==> src/rtl/sim_run_ctrl.sv <==
// Run controller for a simulated processor: holds it in reset, then enables it
// free-running, single-stepped or until halt, counting enabled cycles.
module sim_run_ctrl #(
    parameter int unsigned RESET_CYCLES = 2,
    parameter int unsigned MAX_CYCLES   = 25,
    parameter int unsigned CNT_W        = 16
) (
    input  logic             clk,
    input  logic             reset,
    input  logic             start,
    input  logic [1:0]       mode,
    input  logic             step,
    input  logic             halt,
    input  logic             abort,
    output logic             cpu_reset,
    output logic             cpu_en,
    output logic [CNT_W-1:0] cycle_cnt,
    output logic             busy,
    output logic             done,
    output logic             timeout
);

    localparam int unsigned RW = 8;

    localparam logic [1:0] MODE_STEP = 2'd1;
    localparam logic [1:0] MODE_HALT = 2'd2;

    typedef enum logic [2:0] {
        S_IDLE,
        S_RST,
        S_RUN,
        S_STEP,
        S_DONE
    } state_t;

    state_t          state;
    state_t          state_nxt;
    logic [1:0]      mode_q;
    logic [RW-1:0]   rst_cnt;
    logic            start_ok;
    logic            cnt_inc;
    logic            set_timeout;
    logic            at_last;
    logic            rst_last;

    assign at_last  = (cycle_cnt == CNT_W'(MAX_CYCLES - 1));
    assign rst_last = (rst_cnt == RW'(RESET_CYCLES - 1));

    // Next-state, counter-enable and state-decoded outputs
    always_comb begin
        state_nxt   = state;
        start_ok    = 1'b0;
        cnt_inc     = 1'b0;
        set_timeout = 1'b0;
        cpu_reset   = 1'b0;
        cpu_en      = 1'b0;
        busy        = 1'b0;
        done        = 1'b0;
        case (state)
            S_IDLE: begin
                cpu_reset = 1'b1;
                if (start) begin
                    start_ok  = 1'b1;
                    state_nxt = S_RST;
                end
            end
            S_RST: begin
                cpu_reset = 1'b1;
                cpu_en    = 1'b1;
                busy      = 1'b1;
                if (abort) begin
                    state_nxt = S_IDLE;
                end else if (rst_last) begin
                    state_nxt = (mode_q == MODE_STEP) ? S_STEP : S_RUN;
                end
            end
            S_RUN: begin
                cpu_en = 1'b1;
                busy   = 1'b1;
                if (abort) begin
                    state_nxt = S_IDLE;
                end else begin
                    cnt_inc = 1'b1;
                    if ((mode_q == MODE_HALT) && halt) begin
                        state_nxt = S_DONE;
                    end else if (at_last) begin
                        state_nxt   = S_DONE;
                        set_timeout = (mode_q == MODE_HALT);
                    end
                end
            end
            S_STEP: begin
                cpu_en = step;
                busy   = 1'b1;
                if (abort) begin
                    state_nxt = S_IDLE;
                end else if (step) begin
                    cnt_inc = 1'b1;
                    if (at_last) begin
                        state_nxt = S_DONE;
                    end
                end
            end
            S_DONE: begin
                done = 1'b1;
                if (start) begin
                    start_ok  = 1'b1;
                    state_nxt = S_RST;
                end
            end
            default: begin
                state_nxt = S_IDLE;
            end
        endcase
    end

    // State, latched mode, reset-phase counter, cycle counter and timeout flag
    always_ff @(posedge clk) begin
        if (reset) begin
            state     <= S_IDLE;
            mode_q    <= 2'd0;
            rst_cnt   <= '0;
            cycle_cnt <= '0;
            timeout   <= 1'b0;
        end else begin
            state <= state_nxt;
            if ((state == S_RST) && (state_nxt == S_RST)) begin
                rst_cnt <= rst_cnt + RW'(1);
            end else begin
                rst_cnt <= '0;
            end
            if (start_ok) begin
                mode_q    <= mode;
                cycle_cnt <= '0;
                timeout   <= 1'b0;
            end else begin
                if (cnt_inc) begin
                    cycle_cnt <= cycle_cnt + CNT_W'(1);
                end
                if (set_timeout) begin
                    timeout <= 1'b1;
                end
            end
        end
    end

endmodule

==> config.mk <==
export PLATFORM = sky130hd
export DESIGN_NAME = sim_run_ctrl
export DESIGN_NICKNAME = d
export VERILOG_FILES = /design/src/rtl/sim_run_ctrl.sv
export SDC_FILE = /design/constraint.sdc
export NUM_CORES = 1
export LEC_CHECK = 0
export ABC_AREA = 1
export BUFFER_PORTS_ARGS = -buffer_cell sky130_fd_sc_hd__buf_2
export CORE_MARGIN = 2
export CORE_UTILIZATION = 55
export DETAILED_ROUTE_END_ITERATION = 7
export PLACE_DENSITY = 0.83
export SLEW_MARGIN = 40
export SYNTH_ARGS = -nofsm -noshare
export SYNTH_HDL_FRONTEND = slang
export SYNTH_SLANG_ARGS = --single-unit
==> constraint.sdc <==
create_clock -name clk -period 1.85 [get_ports clk]
set_clock_uncertainty 0.2 [all_clocks]
set_input_delay 0.185 -clock clk [delete_from_list [all_inputs] [get_ports clk]]
set_output_delay 0.185 -clock clk [all_outputs]
set_load 0.005 [all_outputs]
# ---- Word-level counts from Yosys, hierarchy flattened
# Index checks and enable logic that the tools add are counted.
dict set report classes {
  n_eq_ne 9
  mux 24
  n_addsub 2
  n_bitwise 1
  n_reduce_logical 9
}
# op n
set ops {}
lappend ops {{3-bit 2-to-1 mux} 8}
lappend ops {{16-bit by 1-bit adder with 16-bit output (second input constant)} 1}
lappend ops {{16-bit by 5-bit equality test with 1-bit output (second input constant)} 1}
lappend ops {{1-bit 2-to-1 mux} 13}
lappend ops {{3-bit one-hot mux with 4 select lines} 1}
lappend ops {{2-bit OR reduction} 5}
lappend ops {{8-bit by 1-bit adder with 8-bit output (second input constant)} 1}
lappend ops {{8-bit by 1-bit equality test with 1-bit output (second input constant)} 1}
lappend ops {{3-bit by 1-bit equality test with 1-bit output (second input constant)} 2}
lappend ops {{3-bit by 2-bit equality test with 1-bit output (second input constant)} 2}
lappend ops {{1-bit one-hot mux with 2 select lines} 2}
lappend ops {{3-bit equality test (second input constant)} 1}
lappend ops {{3-bit zero test} 1}
lappend ops {{3-bit OR reduction} 1}
lappend ops {{2-bit by 1-bit equality test with 1-bit output (second input constant)} 1}
lappend ops {{2-bit equality test (second input constant)} 1}
lappend ops {{1-bit logical AND} 2}
lappend ops {{1-bit NOT} 1}
dict set report word_totals {
  word_cells 50
  ff_bits 30
  output_inout_bits 21
}

# ---- Longest topological paths before layout
# Gate-level depths: netlist of run 1.
dict set report logic_depth {
  depth_word 9
  depth_mapped 10
  ltp_nobuf 10
}

# ---- Worst setup path before layout of run 1
# No wires, ideal clock.
dict set report synth_timing {
  kind {register to register}
  from {register cycle_cnt[0]}
  to {register rst_cnt[0]}
  path_stages_with_launch 9
  setup_ps 66
  period_less_slack_ps 1506
  path_slack_ps 344
  t_required_ps 1584
  arrival_ps 1239
  cell_sequence {dfxtp_1 -> inv_1 -> ha_1 -> nand2_1 -> nor2_2 -> nand2_2 -> a21oi_4 -> nand4_4 -> nor2_1}
}
dict set report synth_via {
  elab_chain_cells 9
}
# element line
set synth_lines {}
lappend synth_lines {{from (decl)} 17} ;# output logic [CNT_W-1:0] cycle_cnt,
lappend synth_lines {{from (signal assigned)} 138} ;# cycle_cnt <= cycle_cnt + CNT_W'(1);
lappend synth_lines {{16-bit by 5-bit equality test with 1-bit output *} 46} ;# assign at_last = (cycle_cnt == CNT_W'(MAX_CYCLES - 1));
lappend synth_lines {{3-bit 2-to-1 mux *} {86, 99}}
lappend synth_lines {{3-bit 2-to-1 mux (on tied branches)} {97, 84}}
lappend synth_lines {{3-bit 2-to-1 mux (on tied branches)} {95, 80}}
lappend synth_lines {{3-bit one-hot mux with 4 select lines *} 59} ;# case (state)
lappend synth_lines {{3-bit by 1-bit equality test with 1-bit output *} 127} ;# if ((state == S_RST) && (state_nxt == S_RST)) begin
lappend synth_lines {{1-bit logical AND *} 127}
lappend synth_lines {{1-bit NOT (no line) *} -}
lappend synth_lines {{2-bit OR reduction (no line) *} -}
lappend synth_lines {{to (signal assigned)} 128} ;# rst_cnt <= rst_cnt + RW'(1);
lappend synth_lines {{to (decl)} 39} ;# logic [RW-1:0] rst_cnt;
# Every way passes the cells marked *; elsewhere a longest branch is shown, timed or not.
# A chain may end at the register's enable or synchronous reset.

# ---- Worst setup path after layout of run 1
dict set report layout_timing {
  from {register state[2]}
  to {output port cpu_reset}
}
dict set report layout_via {
  elab_chain_cells 3
}
# element line
set layout_lines {}
lappend layout_lines {{from (decl)} 36} ;# state_t state;
lappend layout_lines {{from (signal assigned)} 126} ;# state <= state_nxt;
lappend layout_lines {{3-bit by 1-bit equality test with 1-bit output / 3-bit zero test (equally long branches)} 59}
lappend layout_lines {{2-bit OR reduction (no line) *} -}
lappend layout_lines {{1-bit 2-to-1 mux *} 59}
lappend layout_lines {{to (decl)} 15} ;# output logic cpu_reset,
# Marked as above.

==> impl_metrics.yaml, run 1 <==
status:
  status: "complete, no violations"
synth:
  synth_area_leaders: "dfxtp_1 (35%), nand2_1 (12%), nor2_1 (9.5%)"
  async_flop_share_pct: 0
  synth_ff_type: "dfxtp_1"
  synth_edf_count: 0
  syn_nets: 262
  synth_warnings: 0
  ys_seq_elements: 30
  synth_top_cell_by_area: "dfxtp_1"
  ys_top_cells_by_count: "nand2_1 (53), nor2_1 (43), inv_1 (35)"
  ys_seq_area_share_pct: 35.2
  yosysUniqueCellTypes: 25
  syn_inst: 250
  synth_top_area_share_pct: 35.2
  synth_most_common_cell: "nand2_1"
  syn_avg_cell_area_um2: 6.82
  syn-cell-area_mm2: 0.00170
clocking:
  clk_pin_slew_ns: 0.10
  tritoncts: "built"
  clock_latency_ns: 0.34
  htreeDepth: 2
  cts-root-buf: "clkbuf_4"
  numCtsBuffers: 5
  cts_sinks: 30
  clock_path_buffers: 2
  cts_setup_buffers: 0
routing:
  drt_first_pass_iters: 4
  drt.antenna.violating_nets: 0
  wl_met3_um: 133
  drtIter0Drc: 72
  post-route-drc-count: 0
  met2WireLength_um: 1680
  totalWireLength_um: 3610
  viasPerCell: 5.02
  wl_per_cell_um: 11.2
  routed-via-count: 1617
  met1_length_um: 1740
  highest_layer: "met4"
power:
  p_comb_share_pct: 7.7
  p_leak_nw: 0.830
  finalPower_mw: 1.16
  netSwitchingFraction_pct: 25.0
  p_sw_mw: 0.290
  clock_power_share_pct: 35.7
  p_seq_share_pct: 56.7
  p_int_mw: 0.869
  vdd.ir_drop.worst_mv: 0.385
  p_per_area_mw_per_mm2: 584
sta:
  slew_violations: 0
  fmax_mhz: 571
  fin_crit_ns: 1.75
  maxSlewHeadroom_pct: 69.9
  worstMarginPinSlew_ns: 0.450
  fin_crit_sh_pct: 94.6
  rsz0062_at_grt: "no"
  setup_viol: 0
  hold_violations: 0
  tns_ns: 0
worst_setup_path:
  cp_cell_sequence: "inv_1 > nand3_1 > o21ai_0 > buf_2"
  cp_data_required_time_ns: 1.46
  crit_path_top_delay_cell: "dfxtp_1"
  arrival_ns: 1.37
  worst-setup-path-type: "flop to output pin"
  cp-end-kind: "output pin"
  max_stage_delay_ns: 0.50
  crit_family: "flip-flops"
  cp-start-kind: "flop"
  cp_num_buf_inv: 2
  crit_fanout: 7
floorplan:
  ios: 29
  die_w_um: 59.7
  rows: 20
  fp.coreArea_mm2: 0.00300
  initial_utilization_pct: 56.7
  die_h_um: 59.7
  die_area_mm2: 0.00356
cells_and_area:
  final_area_mm2: 0.00198
  syn_to_final_growth_pct: 16.4
  layout-drive-gt1-share_pct: 18.0
  nets: 300
  antenna_cells: 0
placement:
  dp_hpwl_um: 2630
  place_area_mm2: 0.00188
  gp_congestion: 0.859
  io_buffers: 28
grt:
  grt_pass1_wl_um: 5790
  grt_pass1_vias: 1341
  grt_max_degree: 16
  grt_use_total_pct: 21.8
  grt_antenna_before_repair: 0
  grt_overflow: 0
hold_path:
  hold_path_class: "input port to flop"
run:
  cap_violations: 0
-- cell type report --
cell class | count | area [um2]
fill | 279 | 1020
multi-input combinational | 181 | 958
sequential | 30 | 601
timing repair buffer | 32 | 180
inverter | 38 | 143
clock buffer | 7 | 55.1
tap | 33 | 41.3
clock inverter | 1 | 5.00
-- cells by family (layout without fill, tap and decap cells) --
kind of cell,after synthesis,after routing,synth area share [%]
compound gates,33,33,11.9
flops,30,30,35.2
xor+xnor,10,10,5.14
buf+inv,39,78,8.66
simple gates,134,134,36.1
fa+ha+maj,4,4,2.94
-- worst min-delay path: stages --
cell and delay (ns):
buf_2 0.09, nor3_1 0.06, nand2_2 0.11, a21oi_1 0.07
-- power groups by stage --
stage	combinational, mW	clock [mW]	sequential [mW]
2_1_floorplan	0.0530	0	0.671
3_3_place_gp	0.0796	0	0.671
3_5_place_dp	0.0805	0	0.672
4_1_cts	0.0874	0.430	0.657
5_1_grt	0.0976	0.454	0.658
6_report	0.0886	0.413	0.657
-- path summary, 6_finish.rpt --
check               startpoint  depth (start not counted)          to  slack (ns)
setup / recovery      state[2]                          4   cpu_reset         0.1
hold / removal           abort                          4    state[1]        0.02
setup reg to reg  cycle_cnt[0]                          8  rst_cnt[6]        0.14
hold reg to reg        timeout                          2     timeout        0.28
-- registers in the layout, summed over array words and instances, names as in the netlist --
register / cells
timeout: 1
rst_cnt: 8
mode_q: 2
state: 3
cycle_cnt: 16
-- cells in the final DEF, fill, tap and decap left out, drive strengths merged, types with 3 or more instances in the layout --
master / count
inv: 37
nand4: 6
nand2: 56
xor2: 7
nor3: 8
a21oi: 16
clkbuf: 7
ha: 4
o21ai: 11
nor2: 51
dlygate4sd3: 4
xnor2: 3
dfxtp: 30
nand3: 13
buf: 28
-- metrics by stage --
stage               worst slack (ns)  hold WS, ns  utilization, %  instances
finish                        0.0990       0.0219            66.0        322
global route                 0.00898       0.0441            66.0        322
CTS                           0.0836       0.0183            66.0        322
detailed placement             0.155        0.260            62.6        310
global placement               0.231        0.245            62.6        310
floorplan                      0.344       0.0541               -        250
-- layer usage --
metal / vias to the layer above / global-route usage (%)
met4: 0 / 8.25
met5: - / 0
met3: 6 / 6.06
met1: 715 / 28.3
met2: 23 / 34.5
li1: 873 / -
-- timing repair --
| action | in CTS | in global routing |
|---|---|---|
| hold endpoints to repair | 5 | 0 |
| hold buffers | 4 | 0 |
| gates resized for setup | 0 | 1 |
| setup endpoints to repair | 0 | 3 |
Note: power is estimated with default switching activity, not from simulation.
==> inputs of run 2 (changes only) <==
CORE_UTILIZATION = 58   (was 55)
CTS_BUF_LIST = sky130_fd_sc_hd__clkbuf_4 sky130_fd_sc_hd__clkbuf_8   (was not set)
PLACE_DENSITY = 0.87   (was 0.83)
==> impl_metrics.yaml, run 2 (synthesized netlist as in run 1, its figures left out) <==
grt:
  grt_pass1_vias: 1522
  grt_use_met2_pct: 39.8
  grt_overflow: 0
  grt_antenna_before_repair: 0
  grt_max_degree: 12
  grt_use_total_pct: 25.2
  grt.busiest_layer: "met2"
  grt_pass1_wl_um: 6500
  globalRouteMet1Util_pct: 32.7
  use_met3_pct: 5.36
placement:
  dp_hpwl_um: 2710
  io_buffers: 28
  gp_congestion: 0.829
cells_and_area:
  syn_to_final_growth_pct: 16.8
  largest_reg_flops: 16
  antenna_cells: 0
  layout_common_cells: "nand2_1 (53), nor2_1 (43), inv_1 (35), dfxtp_1 (29), buf_2 (28)"
  layout-drive-gt1-share_pct: 18.6
  reg_top3: "cycle_cnt (16), rst_cnt (8), state (3)"
  fill_cells: 245
  final_util_pct: 71.6
  nets: 301
  top_register: "cycle_cnt"
  final_common_cell: "nand2_1"
clocking:
  cts_sinks: 30
  clock_path_buffers: 2
  htreeDepth: 2
  clk_pin_slew_ns: 0.10
  clock_latency_ns: 0.34
  numCtsBuffers: 5
  cts-root-buf: "clkbuf_4"
  tritoncts: "built"
sta:
  hold_violations: 0
  fmax_mhz: 593
  tns_ns: 0
  maxSlewHeadroom_pct: 76.3
  rsz0062_at_grt: "no"
  fin_crit_sh_pct: 91.2
  worstMarginPinSlew_ns: 0.354
  setup_viol: 0
  fin_crit_ns: 1.69
  slew_violations: 0
power:
  p_per_area_mw_per_mm2: 591
  p_comb_share_pct: 7.6
  p_int_mw: 0.884
  netSwitchingFraction_pct: 24.9
  p_sw_mw: 0.293
  vdd.ir_drop.worst_mv: 0.464
  p_seq_share_pct: 55.8
  p_leak_nw: 0.838
  clock_power_share_pct: 36.5
routing:
  wl_per_cell_um: 11.9
  drtIter0Drc: 80
  routed-via-count: 1667
  drt_first_pass_iters: 4
  totalWireLength_um: 3830
  post-route-drc-count: 0
  drt.antenna.violating_nets: 0
  viasPerCell: 5.19
worst_setup_path:
  crit_fanout: 8
  arrival_ns: 1.76
  cp_data_required_time_ns: 1.92
  cp-end-kind: "flop"
  crit_family: "simple AND/OR/NAND/NOR gates"
  max_stage_delay_ns: 0.37
  cp_num_buf_inv: 1
  cp-start-kind: "flop"
  cp_cell_sequence: "inv_1 > ha_1 > nand2_1 > nor2_2 > nand2_2 > a21oi_4 > nand4_4 > nor2_1"
  crit_path_top_delay_cell: "dfxtp_1"
  worst-setup-path-type: "flop to flop"
status:
  status: "complete, no violations"
floorplan:
  ios: 29
  rows: 19
  die_h_um: 58.2
  fp.coreArea_mm2: 0.00278
  initial_utilization_pct: 61.3
  die_area_mm2: 0.00339
  die_w_um: 58.2
hold_path:
  hold_path_class: "input port to flop"
run:
  cap_violations: 0
-- run 2: layout make-up --
type                    instances  area [um2]  share of cell area, %
clock buffers                   7        58.8                   2.95
clock inverters                 1        5.00                  0.251
inverters                      38         143                   7.17
multi-input cells             181         956                   48.0
flip-flops and latches         30         602                   30.2
well taps                      31        38.8                   1.95
repair buffers                 33         188                   9.43
-- run 2: tightest hold or removal path, cell delays in order --
cell	delay, ns
buf_2	0.07
inv_1	0.06
nand2_1	0.07
nand3_1	0.08
nand2_1	0.06
inv_1	0.04
-- run 2: power groups by stage --
stage	combinational [mW]	sequential [mW]	clock, mW
after floorplan	0.0530	0.671	0
after global placement	0.0795	0.671	0
after detailed placement	0.0812	0.671	0
after CTS	0.0881	0.657	0.438
after global routing	0.100	0.657	0.467
final	0.0899	0.657	0.430
-- run 2: final timing paths --
check | slack [ns] | startpoint | end | depth (start not counted)
max | 0.16 | cycle_cnt[0] | rst_cnt[7] | 8
min | 0.06 | start | state[2] | 6
max reg2reg | 0.16 | cycle_cnt[0] | rst_cnt[7] | 8
min reg2reg | 0.28 | rst_cnt[0] | rst_cnt[0] | 1
-- run 2: what timing repair did --
action                                 CTS  global route
resized for setup                        0             1
setup buffers                            0             0
endpoints found under the hold margin    5             0
hold buffers                             4             0
setup endpoints to repair                0             1
-- run 2: through the flow --
step | power (mW) | setup slack (ns) | instance area [um2] | hold WS, ns | std cells
6_report | 1.18 | 0.163 | 1990 | 0.0575 | 321
3_5_place_dp | 0.753 | 0.161 | 1890 | 0.258 | 309
4_1_cts | 1.18 | 0.0983 | 1990 | 0.0253 | 321
5_1_grt | 1.22 | 0.00400 | 1990 | 0.0597 | 321
2_1_floorplan | 0.724 | 0.344 | 1700 | 0.0541 | 250
3_3_place_gp | 0.751 | 0.269 | 1890 | 0.245 | 309
-- run 2: routing by layer --
layer	part of all wire, %	wire length [um]
met4	1.5	57
met3	4.7	181
met5	0	0
met2	46	1750
met1	48	1840
==> inputs of run 3 (changes only) <==
CORE_UTILIZATION = 52   (was 58)
PLACE_DENSITY = 0.83   (was 0.87)
clock period = 1.48 ns   (was 1.85 ns; I/O delays follow)
==> impl_metrics.yaml, run 3 (synthesized netlist as in run 1, its figures left out) <==
cells_and_area:
  fill_cells: 162
  layout-drive-gt1-share_pct: 48.8
  final_util_pct: 86.6
  antenna_cells: 0
  nets: 346
  layout_common_cells: "nand2_1 (49), buf_4 (31), buf_2 (28), inv_1 (27), nor2_1 (24)"
  reg_top3: "cycle_cnt (16), rst_cnt (8), state (3)"
  largest_reg_flops: 16
  final_common_cell: "nand2_1"
  syn_to_final_growth_pct: 56.5
  top_register: "cycle_cnt"
clocking:
  clock_path_buffers: 2
  cts-root-buf: "clkbuf_4"
  cts_sinks: 30
  numCtsBuffers: 5
  htreeDepth: 2
  tritoncts: "built"
  clk_pin_slew_ns: 0.11
  clock_latency_ns: 0.36
sta:
  whs_ns: 0.117
  tns_ns: -5.09
  rsz0062_at_grt: "yes"
  fin_crit_sh_pct: 127
  setup_viol: 33
  worstMarginPinSlew_ns: 0.385
  maxSlewHeadroom_pct: 74.2
  fin_ws_ns: -0.401
  fmax_mhz: 532
  hold_violations: 0
  slew_violations: 0
  fin_crit_ns: 1.88
power:
  clock_power_share_pct: 31.8
  p_int_mw: 1.08
  p_comb_share_pct: 15.0
  netSwitchingFraction_pct: 30.1
  p_leak_nw: 1.14
  p_per_area_mw_per_mm2: 579
  p_seq_share_pct: 53.2
  p_sw_mw: 0.465
  vdd.ir_drop.worst_mv: 0.580
grt:
  grt_overflow: 0
  grt_pass1_vias: 1843
  grt_use_total_pct: 30.9
  grt_max_degree: 11
  grt_antenna_before_repair: 0
  grt_pass1_wl_um: 8270
worst_setup_path:
  cp-end-kind: "flop"
  crit_fanout: 7
  cp_data_required_time_ns: 1.54
  cp-start-kind: "flop"
  worst-setup-path-type: "flop to flop"
  arrival_ns: 1.94
routing:
  drt_first_pass_iters: 6
  viasPerCell: 5.89
  wl_per_cell_um: 19.3
  post-route-drc-count: 0
  drtIter0Drc: 310
  drt.antenna.violating_nets: 0
  routed-via-count: 2226
  totalWireLength_um: 7290
floorplan:
  die_area_mm2: 0.00375
  die_h_um: 61.2
  rows: 20
  ios: 29
  die_w_um: 61.2
  fp.coreArea_mm2: 0.00308
  initial_utilization_pct: 55.4
run:
  cap_violations: 0
status:
  failed_checks: "negative setup slack"
  status: "finished with violations"
hold_path:
  hold_path_class: "input port to flop"
placement:
  dp_hpwl_um: 3060
  io_buffers: 28
  gp_congestion: 0.898
## run 3: changes by cell type in the layout (fill, tap and decap cells not counted), sizes merged
| cell | delta |
|---|---|
| dlygate4sd3 | +2 |
| buf | +43 |
| inv | +1 |
| clkbuf | -2 |
## run 3: area by class of cell
type / instances / area, um2 / area share, %
clock buffer: 5 / 37.5 / 1.41
timing repair buffer: 78 / 597 / 22.4
tap: 44 / 55.1 / 2.06
sequential: 30 / 624 / 23.4
multi-input combinational: 181 / 1190 / 44.7
inverter: 38 / 150 / 5.63
clock inverter: 2 / 10.0 / 0.375
## run 3: critical path, stage by stage, from the launching register on
cell      delay [ns]
dfxtp_4         0.40
inv_4           0.04
buf_6           0.11
nor2_4          0.12
o211ai_4        0.16
nor3_1          0.24
buf_4           0.18
nand2_1         0.13
nand2_1         0.15
nor2_1          0.06
## run 3: path summary, 6_finish.rpt
path,startpoint,to,slack (ns),depth (start not counted)
worst max register to register,state[1],cycle_cnt[4],-0.40,9
worst max-delay path,state[1],cycle_cnt[4],-0.40,9
worst min register to register,cycle_cnt[3],cycle_cnt[3],0.30,1
worst min-delay path,step,state[2],0.12,5
## run 3: power by group through the flow
stage / Combinational, mW / Clock, mW / Sequential [mW]
after floorplan: 0.0663 / 0 / 0.838
after global placement: 0.117 / 0 / 0.839
after detailed placement: 0.119 / 0 / 0.840
after CTS: 0.163 / 0.463 / 0.818
after global routing: 0.243 / 0.529 / 0.821
final: 0.232 / 0.490 / 0.822
## run 3: metal layers
layer	up-vias	share of wire (%)	global-route usage [%]	wire length [um]
li1	963	-	-	-
met1	1016	36	35.1	2650
met2	185	47	51.7	3410
met3	62	11	9.87	772
met4	0	6.2	16.1	455
met5	-	0	0	0
## run 3: through the flow
step	instances	setup slack [ns]	area [um2]	power, mW
after floorplan	250	0.00532	1710	0.905
after global placement	352	-0.0431	2140	0.956
after detailed placement	352	-0.0967	2140	0.959
after CTS	372	-0.0793	2420	1.44
after global routing	378	-0.374	2670	1.59
final	378	-0.401	2670	1.54
## run 3: repair_timing
action	CTS	global route
hold buffers	6	0
endpoints found under the hold margin	6	0
gates resized for setup	40	67
buffers inserted	8	6
setup endpoints to repair	21	33
pin swaps	10	19
cloned	0	1
